File: config.mk
export PLATFORM = sky130hd
export DESIGN_NAME = code_loop_ctrl
export DESIGN_NICKNAME = d
export VERILOG_FILES = /design/src/rtl/code_loop_ctrl.sv
export SDC_FILE = /design/constraint.sdc
export NUM_CORES = 1
export LEC_CHECK = 0
export ABC_AREA = 1
export CAP_MARGIN = 20
export CORE_ASPECT_RATIO = 0.8
export CORE_MARGIN = 2
export CORE_UTILIZATION = 63
export DETAILED_ROUTE_END_ITERATION = 10
export PLACE_DENSITY = 0.86
export SYNTH_ARGS = -nofsm -noshare
export SYNTH_HDL_FRONTEND = slang
export SYNTH_SLANG_ARGS = --single-unit
File: constraint.sdc
create_clock -name clk -period 4 [get_ports clk]
set_clock_uncertainty 0.15 [all_clocks]
set_input_delay 0.4 -clock clk [delete_from_list [all_inputs] [get_ports clk]]
set_output_delay 0.4 -clock clk [all_outputs]
set_load 0.01 [all_outputs]
File: src/rtl/code_loop_ctrl.sv
// Code-loop lock controller: measures early/late correlator energy per dither cycle and runs SEARCH/VERIFY/TRACK.
// Optional build macro SAT_SCAN_EN: internal PRN scan register stepped on dwell expiry instead of following sat_sel.
module code_loop_ctrl #(
    parameter int THRESH   = 40000,
    parameter int VERIFY_N = 3,
    parameter int LOSS_N   = 8,
    parameter int DWELL    = 2000
) (
    input  logic       clk,
    input  logic       rst,
    input  logic       corr,
    input  logic       epoch,
    input  logic       dither,
    input  logic [4:0] sat_sel,
    output logic       codesign,
    output logic       codetrack,
    output logic [4:0] sat
);
    localparam int HIT_W  = (VERIFY_N < 1) ? 1 : $clog2(VERIFY_N + 1);
    localparam int MISS_W = (LOSS_N < 1) ? 1 : $clog2(LOSS_N + 1);
    localparam int DWL_W  = (DWELL < 1) ? 1 : $clog2(DWELL + 1);

    typedef enum logic [1:0] {SEARCH, VERIFY, TRACK} state_t;

    logic              corr_meta_q, corr_sync_q;
    logic              epoch_q, dither_q;
    logic [15:0]       cnt_q, cnt_d;
    logic [17:0]       e_q, e_d, l_q, l_d;
    logic              primed_q, primed_d;
    state_t            state_q, state_d;
    logic [HIT_W-1:0]  hit_q, hit_d;
    logic [MISS_W-1:0] miss_q, miss_d;
    logic [DWL_W-1:0]  dwell_q, dwell_d;
    logic              codesign_q, codesign_d;
    logic              codetrack_q, codetrack_d;

    logic        epoch_pulse, dither_pulse, eval, good, dwell_expire;
    logic [18:0] sum_w;

    assign epoch_pulse  = epoch & ~epoch_q;
    assign dither_pulse = dither & ~dither_q;
    assign eval         = dither_pulse & primed_q;
    assign sum_w        = {1'b0, e_q} + {1'b0, l_q};
    assign good         = (sum_w >= 19'(THRESH));

    // A dither edge empties the accumulators first, so a coincident epoch count starts the new cycle.
    always_comb begin
        cnt_d    = cnt_q;
        e_d      = dither_pulse ? 18'd0 : e_q;
        l_d      = dither_pulse ? 18'd0 : l_q;
        primed_d = primed_q | dither_pulse;
        if (epoch_pulse) begin
            cnt_d = 16'd0;
            if (dither) e_d = e_d + {2'b00, cnt_q};
            else        l_d = l_d + {2'b00, cnt_q};
        end else if (corr_sync_q && cnt_q != 16'hFFFF) begin
            cnt_d = cnt_q + 16'd1;
        end
    end

    always_comb begin
        state_d      = state_q;
        hit_d        = hit_q;
        miss_d       = miss_q;
        dwell_d      = dwell_q;
        dwell_expire = 1'b0;
        if (eval) begin
            case (state_q)
                SEARCH: begin
                    if (good) begin
                        state_d = VERIFY;
                        hit_d   = HIT_W'(1);
                        miss_d  = '0;
                        dwell_d = '0;
                    end else if (dwell_q + DWL_W'(1) == DWL_W'(DWELL)) begin
                        dwell_d      = '0;
                        dwell_expire = 1'b1;
                    end else begin
                        dwell_d = dwell_q + DWL_W'(1);
                    end
                end
                VERIFY: begin
                    if (!good) begin
                        state_d = SEARCH;
                        hit_d   = '0;
                        miss_d  = '0;
                    end else if (hit_q + HIT_W'(1) == HIT_W'(VERIFY_N)) begin
                        state_d = TRACK;
                        hit_d   = '0;
                        miss_d  = '0;
                    end else begin
                        hit_d = hit_q + HIT_W'(1);
                    end
                end
                TRACK: begin
                    if (good) begin
                        miss_d = '0;
                    end else if (miss_q + MISS_W'(1) == MISS_W'(LOSS_N)) begin
                        state_d = SEARCH;
                        hit_d   = '0;
                        miss_d  = '0;
                    end else begin
                        miss_d = miss_q + MISS_W'(1);
                    end
                end
                default: state_d = SEARCH;
            endcase
        end
        codetrack_d = (state_d == TRACK);
        // The evaluation that enters TRACK already steers the loop.
        if (state_d != TRACK) codesign_d = 1'b0;
        else if (eval)        codesign_d = (l_q >= e_q);
        else                  codesign_d = codesign_q;
    end

    always_ff @(posedge clk or negedge rst) begin
        if (!rst) begin
            corr_meta_q <= 1'b0;
            corr_sync_q <= 1'b0;
            epoch_q     <= 1'b0;
            dither_q    <= 1'b0;
            cnt_q       <= '0;
            e_q         <= '0;
            l_q         <= '0;
            primed_q    <= 1'b0;
            state_q     <= SEARCH;
            hit_q       <= '0;
            miss_q      <= '0;
            dwell_q     <= '0;
            codesign_q  <= 1'b0;
            codetrack_q <= 1'b0;
        end else begin
            corr_meta_q <= corr;
            corr_sync_q <= corr_meta_q;
            epoch_q     <= epoch;
            dither_q    <= dither;
            cnt_q       <= cnt_d;
            e_q         <= e_d;
            l_q         <= l_d;
            primed_q    <= primed_d;
            state_q     <= state_d;
            hit_q       <= hit_d;
            miss_q      <= miss_d;
            dwell_q     <= dwell_d;
            codesign_q  <= codesign_d;
            codetrack_q <= codetrack_d;
        end
    end

    assign codesign  = codesign_q;
    assign codetrack = codetrack_q;

`ifdef SAT_SCAN_EN
    logic [4:0] sat_q;
    logic       unused_sat_sel;

    // PRN 0 is not a valid satellite, so the scan wraps 31 -> 1.
    always_ff @(posedge clk or negedge rst) begin
        if (!rst)              sat_q <= 5'd1;
        else if (dwell_expire) sat_q <= (sat_q == 5'd31) ? 5'd1 : sat_q + 5'd1;
    end

    assign sat            = sat_q;
    assign unused_sat_sel = ^sat_sel;
`else
    logic unused_expire;

    assign sat           = sat_sel;
    assign unused_expire = dwell_expire;
`endif
endmodule

==> metrics.md, run 1 <==
| Metric | Value |
|---|---|
| Initial antenna violation count | `0` |
| Synthesized area | `0.00609 mm^2` |
| Worst setup path startpoint | `dither` |
| Dpl hpwl | `11300 um` |
| Unrepaired setup endpoints after global routing | `false` |
| Post-synthesis sequential area ratio | `0.275` |
| R2R Setup Slk | `0.95 ns` |
| CP max FO | `5` |
| Worst Path Arrival | `3.29 ns` |
| # IOs | `17` |
| Max-cap viol count | `0` |
| Post-CTS sizing | `0` |
| Residual DRC count | `0` |
| Peak per-stage delay on the critical path | `0.49 ns` |
| DIE AREA | `0.0105 mm^2` |
| Max Transition Viols Final | `0` |
| Area share of the largest cell type after synthesis | `0.275` |
| Core Region | `0.00953 mm^2` |
| CTS tree | `built` |
| Post-Route WL | `14300 um` |
| CTS Buf Count | `9` |
| # setup viols final | `0` |
| Startpoint Class | `input port` |
| Crit path time final | `3.26 ns` |
| Postcts setup bufs | `0` |
| Vias in the first global route | `5437` |
| Cell area after placement | `0.00628 mm^2` |
| Reg2reg end | `l_q[14]` |
| Final instance area | `0.00655 mm^2` |
| Clk Latency, worst-skew pair | `0.33 ns` |
| Die width | `114 um` |
| Commonest non-fill, non-tap cell in the layout | `nand2_1` |
| Global route total overflow | `0` |
| Synth Net Count | `961` |
| Multi-input logic area | `0.00382 mm^2` |
| First-pass GRT wire length | `24900 um` |
| Setup crit end | `l_q[14]` |
| Count of cell types in the netlist | `42` |
| Largest net degree at the start of global routing | `46` |
| GPL Wtd Cong | `0.934` |
| # fillers | `844` |
| Synth-to-Final Area Change | `7.54%` |
| VDD IR max | `0.267 mV` |
| Critical path required time | `4.03 ns` |
| 1st-pass router iterations | `5` |
| WHS | `0.205 ns` |
| Most frequent cells in the layout | `nand2_1 (194), inv_1 (135), nor2_1 (84)` |
| Slew HR | `0.540` |
| Clk buf depth | `2` |
| Starting density of the core | `0.639` |
| Cell count after synthesis | `872` |
| Vias per std cell | `5.52` |
| Die Y | `91.9 um` |
| Outcome | `complete, no violations` |
| PortBufs | `6` |
| Ant. Diodes | `0` |
| Area leader, netlist | `dfrtp_1` |
| Post-CTS Hold Buffers | `1` |
| CTS root buffer | `clkbuf_16` |
| Crit end category | `flop` |
| Synth warn | `0` |
| Critical path buffers and inverters | `4` |
| # rows | `32` |
| Crit Path Category | `input port to flop` |
| Total track usage | `0.297` |
| Final nets | `972` |
| Achievable Freq | `307 MHz` |
| Fin util | `0.687` |
| Via Count | `5557` |
| Top Family by Delay on Critical Path | `compound AO/OA/AOI/OAI gates` |
| FF/Latch Area | `0.00168 mm^2` |
| #FFs+latches synth | `67` |
| WL/cell | `14.2 um` |
| Final period util | `0.815` |
| Worst-Margin Slew | `0.690 ns` |
| CP cell instances | `clkdlybuf4s50_1, inv_1, nor2_2, inv_1, nand2_1, inv_1, ha_1, nand2_1, nand2_1, a31oi_1, o221ai_1, a31oi_1, o21ai_0, a21oi_1, xor2_1, o21ai_0` |
| Post-route antenna net violation count | `0` |
| Clock Pin Slew Worst Setup and Hold Paths | `0.06 ns` |
| HP Class | `flop to flop` |
| Final hold violation count | `0` |
| Average size of a mapped cell | `6.98 um^2` |
| Depth of the worst register-to-register path | `14` |
| R2r startpoint | `dither_q` |
| H-tree Lvls | `3` |
| CP max stage cell | `clkdlybuf4s50_1` |
| Drt first-iter violations | `345` |
| Ranking of synthesized cells by area | `dfrtp_1 (28%), ha_1 (16%), nand2_1 (12%), inv_1 (8.3%), a21oi_1 (5.5%)` |
| CTS Sinks | `67` |
| CP Depth | `16` |
| Cell Pwr Density | `309 mW/mm^2` |
| Setup TNS | `0 ns` |
| P_leak | `3.68 nW` |
| Layout cells sized above 1 | `0.0642` |
state kept, by name, indices dropped and copies added (netlist names), 2 cells and up:
name / flops
hit_q: 2
e_q: 18
state_q: 2
miss_q: 4
cnt_q: 16
l_q: 18
kinds of logic after synthesis:
group / Yosys count / share of synthesized area
and+or+nand+nor: 373 / 0.260
AOI/OAI and AO/OA: 167 / 0.153
buffers and inverters: 154 / 0.0980
adders and majority gates: 79 / 0.166
DFF: 67 / 0.275
xor gates and xnor gates: 31 / 0.0458
muxes: 1 / 0.00185
Yosys cell counts:
| master | count |
|---|---|
| nand2_1 | 194 |
| inv_1 | 135 |
| nor2_1 | 85 |
| ha_1 | 76 |
| a21oi_1 | 67 |
| dfrtp_1 | 67 |
| o21ai_0 | 62 |
| nand3_1 | 50 |
| xor2_1 | 24 |
| nor3_1 | 12 |
| clkbuf_1 | 9 |
| nand4_1 | 9 |
| nand2_2 | 8 |
| xnor2_1 | 6 |
| a31oi_1 | 5 |
| buf_4 | 5 |
| inv_2 | 5 |
| a21o_1 | 4 |
| a21oi_2 | 4 |
| nor4_1 | 4 |
| o21bai_1 | 4 |
| a211oi_1 | 3 |
| fa_1 | 3 |
| nand3_2 | 3 |
| nor2_2 | 3 |
| o21a_1 | 3 |
| o21ai_1 | 3 |
| o31ai_1 | 3 |
| a21boi_0 | 2 |
| a31o_2 | 2 |
| a211o_1 | 1 |
| mux2_2 | 1 |
| nand3b_1 | 1 |
| nand4_2 | 1 |
| nor2_4 | 1 |
| nor3_2 | 1 |
| o21ai_2 | 1 |
| o21bai_2 | 1 |
| o221ai_1 | 1 |
| o22ai_1 | 1 |
| or2_2 | 1 |
| xor2_2 | 1 |
worst min path at each step:
stage                        endpoint         from  cells after the start
after floorplan              cnt_q[0]          rst                      0
after global placement    corr_sync_q  corr_meta_q                      0
after detailed placement  corr_sync_q  corr_meta_q                      0
after CTS                 corr_sync_q  corr_meta_q                      0
after global routing      corr_sync_q  corr_meta_q                      0
final                     corr_sync_q  corr_meta_q                      0
per-layer routing:
layer / global-route usage / vias up / wire length (um)
li1: - / 2861 / -
met1: 0.436 / 2535 / 7210
met2: 0.456 / 143 / 6130
met3: 0.0482 / 18 / 767
met4: 0.0823 / 0 / 213
met5: 0 / - / 0
report_power, final:
group | total [W] | switching, W | internal (W)
registers | 0.000801 | 0.0000632 | 0.000737
clock network | 0.000711 | 0.000297 | 0.000414
logic | 0.000515 | 0.000329 | 0.000186
through the flow:
| step | power, W | setup WS (ns) | std cells |
|---|---|---|---|
| after global placement | 0.00130 | 0.531 | 990 |
| after floorplan | 0.00118 | 1.07 | 872 |
| final | 0.00203 | 0.740 | 1007 |
| after detailed placement | 0.00132 | 0.414 | 990 |
| after global routing | 0.00215 | 0.403 | 1007 |
| after CTS | 0.00203 | 0.759 | 1007 |
layout make-up:
class	instances	share of cell area
multi-input cells	651	0.583
flip-flops and latches	67	0.256
inverters	140	0.0802
clock buffers	10	0.0350
well taps	119	0.0227
repair buffers	14	0.0180
clock inverters	6	0.00497
(Power assumes the default switching activity.)
==> run 2: changes to the inputs <==
==> constraint.sdc (replaced) <==
create_clock -name clk -period 3.4 [get_ports clk]
set_clock_uncertainty 0.15 [all_clocks]
set_input_delay 0.34 -clock clk [delete_from_list [all_inputs] [get_ports clk]]
set_output_delay 0.34 -clock clk [all_outputs]
set_load 0.01 [all_outputs]
==> run 2 against run 1 <==
Effect of this change:
- count of clock-buffer cells in the layout fell by 1
- die area did not move
- routed wire length is 0.16% lower
- sequential power is 18% higher
- hold slack got worse by 0.0059 ns
- clock power up 50%
- first-iteration DRC count grew 14%
- critical path type unchanged
- critical endpoint is now e_q[17]
- largest power group is now the clock network
- highest routed layer unchanged
==> metrics.md, run 2 (synthesized netlist as in run 1, its figures left out) <==
| Metric | Value |
|---|---|
| Worst-Margin Slew | `0.714 ns` |
| Peak per-stage delay on the critical path | `0.48 ns` |
| Total track usage | `0.288` |
| Post-route antenna net violation count | `0` |
| Final period util | `0.908` |
| Via Count | `5710` |
| First-pass GRT wire length | `24300 um` |
| Drt first-iter violations | `394` |
| Die width | `114 um` |
| CP max FO | `12` |
| Residual DRC count | `0` |
| Worst Path Arrival | `3.20 ns` |
| Die Y | `91.9 um` |
| CP max stage cell | `clkdlybuf4s50_1` |
| Cell Pwr Density | `391 mW/mm^2` |
| Commonest non-fill, non-tap cell in the layout | `nand2_1` |
| FF/Latch Area | `0.00168 mm^2` |
| Outcome | `complete, no violations` |
| Unrepaired setup endpoints after global routing | `false` |
| DIE AREA | `0.0105 mm^2` |
| CP cell instances | `clkdlybuf4s50_1, inv_1, nor2_4, buf_4, buf_4, nor2_1, ha_1, nand2_1, nor4_1, o21ai_0, nand4_1, a21oi_1, nor4_1, xor2_1` |
| Clk buf depth | `2` |
| Most Used Layer, Global Route | `met2` |
| Clock Pin Slew Worst Setup and Hold Paths | `0.06 ns` |
| CTS Sinks | `67` |
| Vias per std cell | `5.62` |
| Startpoint Class | `input port` |
| # fillers | `774` |
| Top Family by Delay on Critical Path | `simple AND/OR/NAND/NOR gates` |
| # setup viols final | `0` |
| WHS | `0.199 ns` |
| Global route total overflow | `0` |
| Final nets | `981` |
| 1st-pass router iterations | `8` |
| VDD IR max | `0.296 mV` |
| Crit path time final | `3.09 ns` |
| Multi-input logic area | `0.00382 mm^2` |
| Dpl hpwl | `10900 um` |
| P_leak | `3.76 nW` |
| CTS root buffer | `clkbuf_16` |
| Layout cells sized above 1 | `0.0747` |
| Total power | `0.00263 W` |
| Post-Route WL | `14300 um` |
| Top Registers | `e_q: 18 flops, l_q: 18 flops, cnt_q: 16 flops` |
| WL/cell | `14.1 um` |
| GR Util met1 | `0.423` |
| Synth-to-Final Area Change | `10.3%` |
| Most frequent cells in the layout | `nand2_1 (194), inv_1 (135), nor2_1 (84)` |
| Starting density of the core | `0.639` |
| GPL Wtd Cong | `0.988` |
| CTS Buf Count | `9` |
| Ant. Diodes | `0` |
| Critical path required time | `3.51 ns` |
| Slew HR | `0.523` |
| Max Transition Viols Final | `0` |
| Final hold violation count | `0` |
| PortBufs | `6` |
| Max-cap viol count | `0` |
| H-tree Lvls | `3` |
| Fin util | `0.705` |
| Vias in the first global route | `5338` |
| Achievable Freq | `324 MHz` |
| Crit end category | `flop` |
| Critical path buffers and inverters | `4` |
| Crit Path Category | `input port to flop` |
| M2 GR Usage | `0.446` |
| Largest net degree at the start of global routing | `49` |
| HP Class | `flop to flop` |
| Clk Latency, worst-skew pair | `0.34 ns` |
| CTS tree | `built` |
| Met3 Use GR | `0.0357` |
| Core Region | `0.00953 mm^2` |
| # rows | `32` |
| # IOs | `17` |
| Initial antenna violation count | `0` |
## run 2: cell count changes in the layout (fill, tap and decap cells not counted), moves of 2 or more
cell,previous run,this run
clkinv_2,5,2
o21ai_1,3,5
o21ai_0,62,60
bufinv_16,0,3
buf_4,7,15
## run 2: cell type report
type / count / area share
clock inverters: 7 / 0.0173
repair buffers: 23 / 0.0294
multi-input cells: 651 / 0.570
clock buffers: 9 / 0.0335
inverters: 140 / 0.0783
flip-flops and latches: 67 / 0.250
well taps: 119 / 0.0222
## run 2: power breakdown
group	switching [W]	total [W]	internal (W)
combinational	0.000392	0.000618	0.000225
sequential	0.0000753	0.000943	0.000868
clock	0.000353	0.00107	0.000714
## run 2: repair_timing
item / CTS / global route
gates resized for setup: 0 / 3
buffers inserted: 0 / 0
hold buffers: 0 / 1
setup endpoints to repair: 0 / 4
hold endpoints to repair: 0 / 23
## run 2: metrics by stage
step	cells	TNS, ns	worst slack, ns	instance area [um^2]
6_report	1016	0	0.312	6720
5_1_grt	1016	0	0.0828	6720
4_1_cts	1014	0	0.295	6680
3_5_place_dp	998	0	0.0184	6340
3_3_place_gp	998	-0.0235	-0.0235	6340
2_1_floorplan	872	0	0.528	6090
## run 2: worst paths after layout
path                             start     endpoint  slack, ns  depth (start not counted)
setup / recovery                dither      e_q[17]       0.31                         14
hold / removal             corr_meta_q  corr_sync_q       0.20                          0
setup reg to reg                e_q[0]    miss_q[0]       0.42                         16
hold reg to reg            corr_meta_q  corr_sync_q       0.20                          0
max in group asynchronous          rst     cnt_q[9]       1.95                          4
min in group asynchronous          rst      e_q[17]       0.37                          2
## run 2: metal layers
metal | wire length [um] | share of wire
met1 | 6890 | 0.48
met2 | 6000 | 0.42
met3 | 1110 | 0.078
met4 | 303 | 0.021
met5 | 0 | 0
